`src/rtl/rr_arbiter_4.sv`:
```
// Four-requester round-robin arbiter with registered one-hot/encoded grant,
// an optional per-grant hold limit, and one dead cycle between owners.
module rr_arbiter_4 #(
  parameter int unsigned MAX_HOLD = 8
) (
  input  logic       clk,
  input  logic       rst_n,
  input  logic [3:0] Req,
  output logic [3:0] Gnt,
  output logic [1:0] GntIdx,
  output logic       Busy,
  output logic       Timeout
);

  typedef enum logic [1:0] {
    IDLE  = 2'd0,
    GRANT = 2'd1,
    GAP   = 2'd2
  } state_t;

  localparam bit       UNLIMITED = (MAX_HOLD == 0);
  localparam logic [7:0] HOLD_LIM = 8'(MAX_HOLD);

  state_t     state;
  logic [1:0] ptr;
  logic [1:0] own;
  logic [7:0] cnt;

  logic [2:0] win;
  logic       hold_ok;

  // Returns {found, index}; scans from p upward with wrap, lowest offset wins.
  function automatic logic [2:0] pick(input logic [3:0] req, input logic [1:0] p);
    logic [2:0] r;
    logic [1:0] idx;
    r = 3'b000;
    for (int i = 3; i >= 0; i--) begin
      idx = p + 2'(i);
      if (req[idx]) r = {1'b1, idx};
    end
    return r;
  endfunction

  assign win     = pick(Req, ptr);
  assign hold_ok = UNLIMITED || (cnt < HOLD_LIM);

  always_ff @(posedge clk or negedge rst_n) begin
    if (!rst_n) begin
      state   <= IDLE;
      ptr     <= 2'd0;
      own     <= 2'd0;
      cnt     <= 8'd0;
      Gnt     <= 4'b0000;
      GntIdx  <= 2'd0;
      Busy    <= 1'b0;
      Timeout <= 1'b0;
    end else begin
      Timeout <= 1'b0;
      case (state)
        IDLE, GAP: begin
          if (win[2]) begin
            state  <= GRANT;
            own    <= win[1:0];
            Gnt    <= 4'b0001 << win[1:0];
            GntIdx <= win[1:0];
            Busy   <= 1'b1;
            ptr    <= win[1:0] + 2'd1;
            cnt    <= 8'd1;
          end else begin
            state  <= IDLE;
            Gnt    <= 4'b0000;
            GntIdx <= 2'd0;
            Busy   <= 1'b0;
          end
        end
        GRANT: begin
          if (Req[own] && hold_ok) begin
            // Saturate so an unlimited hold never wraps back under the limit.
            if (cnt != 8'hFF) cnt <= cnt + 8'd1;
          end else begin
            state   <= GAP;
            Gnt     <= 4'b0000;
            GntIdx  <= 2'd0;
            Busy    <= 1'b0;
            Timeout <= Req[own];
          end
        end
        default: begin
          state  <= IDLE;
          Gnt    <= 4'b0000;
          GntIdx <= 2'd0;
          Busy   <= 1'b0;
        end
      endcase
    end
  end

endmodule
```
`config.mk`:
```
export PLATFORM = sky130hd
export DESIGN_NAME = rr_arbiter_4
export DESIGN_NICKNAME = d
export VERILOG_FILES = /design/src/rtl/rr_arbiter_4.sv
export SDC_FILE = /design/constraint.sdc
export NUM_CORES = 1
export LEC_CHECK = 0
export BUFFER_PORTS_ARGS = -buffer_cell sky130_fd_sc_hd__clkbuf_2
export CORE_UTILIZATION = 57
export DETAILED_ROUTE_END_ITERATION = 16
export HOLD_SLACK_MARGIN = 0.08
export PLACE_DENSITY = 0.9
export SLEW_MARGIN = 10
export SYNTH_ARGS = -nofsm -noshare
export SYNTH_HDL_FRONTEND = slang
export SYNTH_SLANG_ARGS = --single-unit
```
`constraint.sdc`:
```
create_clock -name clk -period 3.8 [get_ports clk]
set_input_delay 0.19 -clock clk [delete_from_list [all_inputs] [get_ports clk]]
set_output_delay 0.19 -clock clk [all_outputs]
set_load 0.01 [all_outputs]
```
==> flow_metrics.env <==
export IMPL_cts_root_buf="clkbuf_4"
export IMPL_syn_inst=86
export IMPL_wire_per_inst_um=13.98
export IMPL_finalSetupViolations=0
export IMPL_utilization_pct=68.27
export IMPL_rr_endpoint="cnt[3]"
export IMPL_yosysWarnings=0
export IMPL_reg2regPathDepth=4
export IMPL_routed_via_density=5.563
export IMPL_critPathArrivalTime_ns=1.89
export IMPL_grt_antenna_before_repair=0
export IMPL_area_delta_synth_final_pct=12.14
export IMPL_finalHoldViolations=0
export IMPL_ys_ff_latch=21
export IMPL_r2r_start="own[0]"
export IMPL_status="completed"
export IMPL_synthTopCellsByArea="dfrtp_1 (57%), nand2_1 (6.5%), o21ai_0 (3.3%)"
export IMPL_yosysMostFrequentCell="dfrtp_1"
export IMPL_dpl_hpwl_mm=1.280
export IMPL_htreeDepth=1
export IMPL_track_usage_pct=21.93
export IMPL_drc_errors=0
export IMPL_die_x_um=42.11
export IMPL_start_kind="flop"
export IMPL_numCtsBuffers=3
export IMPL_worstPathRequired_ns=3.97
export IMPL_p_leak_nw=0.5357
export IMPL_dieArea_mm2=0.001773
export IMPL_finalSetupTns_ns=0
export IMPL_maxSlewViolCount=0
export IMPL_maxCapViolations=0
export IMPL_die_height_um=42.11
export IMPL_grt_ovfl_total=0
export IMPL_synth_top_area_cell="dfrtp_1"
export IMPL_cts_tree="yes"
export IMPL_start_util_pct=60.88
export IMPL_ys_flop_type="dfrtp_1"
export IMPL_max_vdd_ir_drop_v=0.0005865
export IMPL_clk_pin_slew_ns=0.11
export IMPL_fin_nets=111
export IMPL_rsz0062_at_grt="false"
export IMPL_skew_ns=0.001638
export IMPL_io_pin_count=14
export IMPL_worstMarginPinSlew_ns=0.5020
export IMPL_synth_fp_nets=93
export IMPL_hp_class="in2async"
export IMPL_clock_sinks=21
export IMPL_layout_drive_gt1_share_pct=21.36
export IMPL_gp_congestion=0.7986
export IMPL_crit_fanout=10
export IMPL_vias=662
export IMPL_grt_pass1_vias=650
export IMPL_grt_max_degree=22
export IMPL_clock_fmax_mhz=581.1
export IMPL_final_cells=119
export IMPL_cp_end_kind="flop"
export IMPL_placed_cells=114
export IMPL_critical_path_class="reg2reg"
export IMPL_drt_first_pass_iters=4
export IMPL_clk_latency_ns=0.29
export IMPL_synth_top_area_share_pct=57.30
export IMPL_core_area_mm2=0.001506
export IMPL_slew_headroom_pct=66.53
export IMPL_rrSetupSlack_ns=2.08
export IMPL_portBuffers=13
export IMPL_syn_avg_cell_area_um2=10.66
export IMPL_synth_common_cells="dfrtp_1 (21), nand2_1 (16), o21ai_0 (6)"
export IMPL_ant_nets=0
export IMPL_wl_mm=1.664
export IMPL_yosysSeqAreaShare_pct=57.30
export IMPL_fin_crit_ns=1.721
export IMPL_yosysUniqueCellTypes=29
export IMPL_period_share_pct=45.29
export IMPL_cts_buffer_depth=2
export IMPL_powerDensity_mw_per_mm2=703.2
export IMPL_synth_edff_count=0
export IMPL_first_iter_violations=10
export IMPL_grt_pass1_wl_mm=2.863
export IMPL_antenna_cells=0
export IMPL_postSynth_asyncResetShare_pct=100.0
export IMPL_num_rows=14
export IMPL_nFillCells=125
export IMPL_netlist_area_um2=917.1
==> routing by layer <==
layer | wire (um) | GRT usage (%)
met2 | 803 | 36.56
met1 | 772 | 28.74
met4 | 29 | 7.500
met3 | 59 | 4.741
met5 | 0 | 0
==> kinds of logic (layout without fill, tap and decap cells) <==
logic type	count (synthesis)	count (layout)	share of synthesized area [%]
adder cells (fa/ha/maj)	1	1	1.364
multiplexers	2	2	3.547
flip-flops	21	21	57.30
AO/OA/AOI/OAI	19	19	13.64
buffers and inverters	5	22	2.864
XOR/XNOR	2	2	1.910
AND/OR/NAND/NOR	36	36	19.37
==> cell usage in the layout (no fill, tap or decap), types with 2 or more instances in the layout <==
cell      instances
clkbuf_4          3
a21o_1            3
o21ai_0           6
clkbuf_2         13
a21oi_1           3
nand2b_1          2
inv_1             4
dfrtp_1          21
nor2_1            5
xor2_1            2
nand2_1          16
nor2b_1           2
and2_1            4
==> area by class of cell <==
type | instances | area (um2) | share of cell area [%]
clock buffers | 3 | 22.52 | 2.190
clock inverters | 1 | 5.005 | 0.4866
inverters | 4 | 15.01 | 1.460
multi-input cells | 60 | 365.4 | 35.52
flip-flops and latches | 21 | 525.5 | 51.09
well taps | 16 | 20.02 | 1.946
repair buffers | 14 | 75.07 | 7.299
==> worst max-delay path: stages, from the launching register on <==
cell and delay [ns]:
dfrtp_1 0.40, mux4_2 0.55, and4b_1 0.33, a41oi_1 0.27, nor2_1 0.06
==> power by group <==
part           internal (mW)  switching (mW)  total (mW)
Clock                 0.0390          0.0624       0.101
Sequential             0.294          0.0541       0.348
Combinational          0.118           0.156       0.274
==> metrics by stage <==
stage	area [um2]	hold WS (ns)	setup WS, ns	power (mW)
after global placement	991.0	0.1705	2.176	0.6075
final	1028	0.3882	2.079	0.7233
after detailed placement	991.0	0.1814	2.079	0.6285
after floorplan	917.1	-0.1056	2.244	0.5431
after CTS	1028	0.3823	2.062	0.7291
after global routing	1028	0.4181	1.961	0.7775
==> what timing repair did <==
| action | CTS | global route |
|---|---|---|
| hold endpoints to repair | 21 | 0 |
| gates resized for setup | 0 | 0 |
| hold buffers | 1 | 0 |
| setup buffers | 0 | 0 |
==> how the worst max path moves through the flow <==
| stage | start | end | slack [ns] | cells after the start |
|---|---|---|---|---|
| 5_1_grt | own[0] | cnt[3] | 1.96 | 4 |
| 3_5_place_dp | own[0] | cnt[3] | 2.08 | 4 |
| 4_1_cts | own[0] | cnt[3] | 2.06 | 4 |
| 3_3_place_gp | own[0] | cnt[3] | 2.18 | 4 |
| 6_report | own[0] | cnt[3] | 2.08 | 4 |
| 2_1_floorplan | own[0] | cnt[3] | 2.24 | 5 |
==> flip-flops by register name, indices dropped and copies added (netlist names) <==
name,count
own,2
GntIdx,2
ptr,2
Timeout,1
Busy,1
Gnt,4
state,1
cnt,8
(Power assumes the default switching activity.)
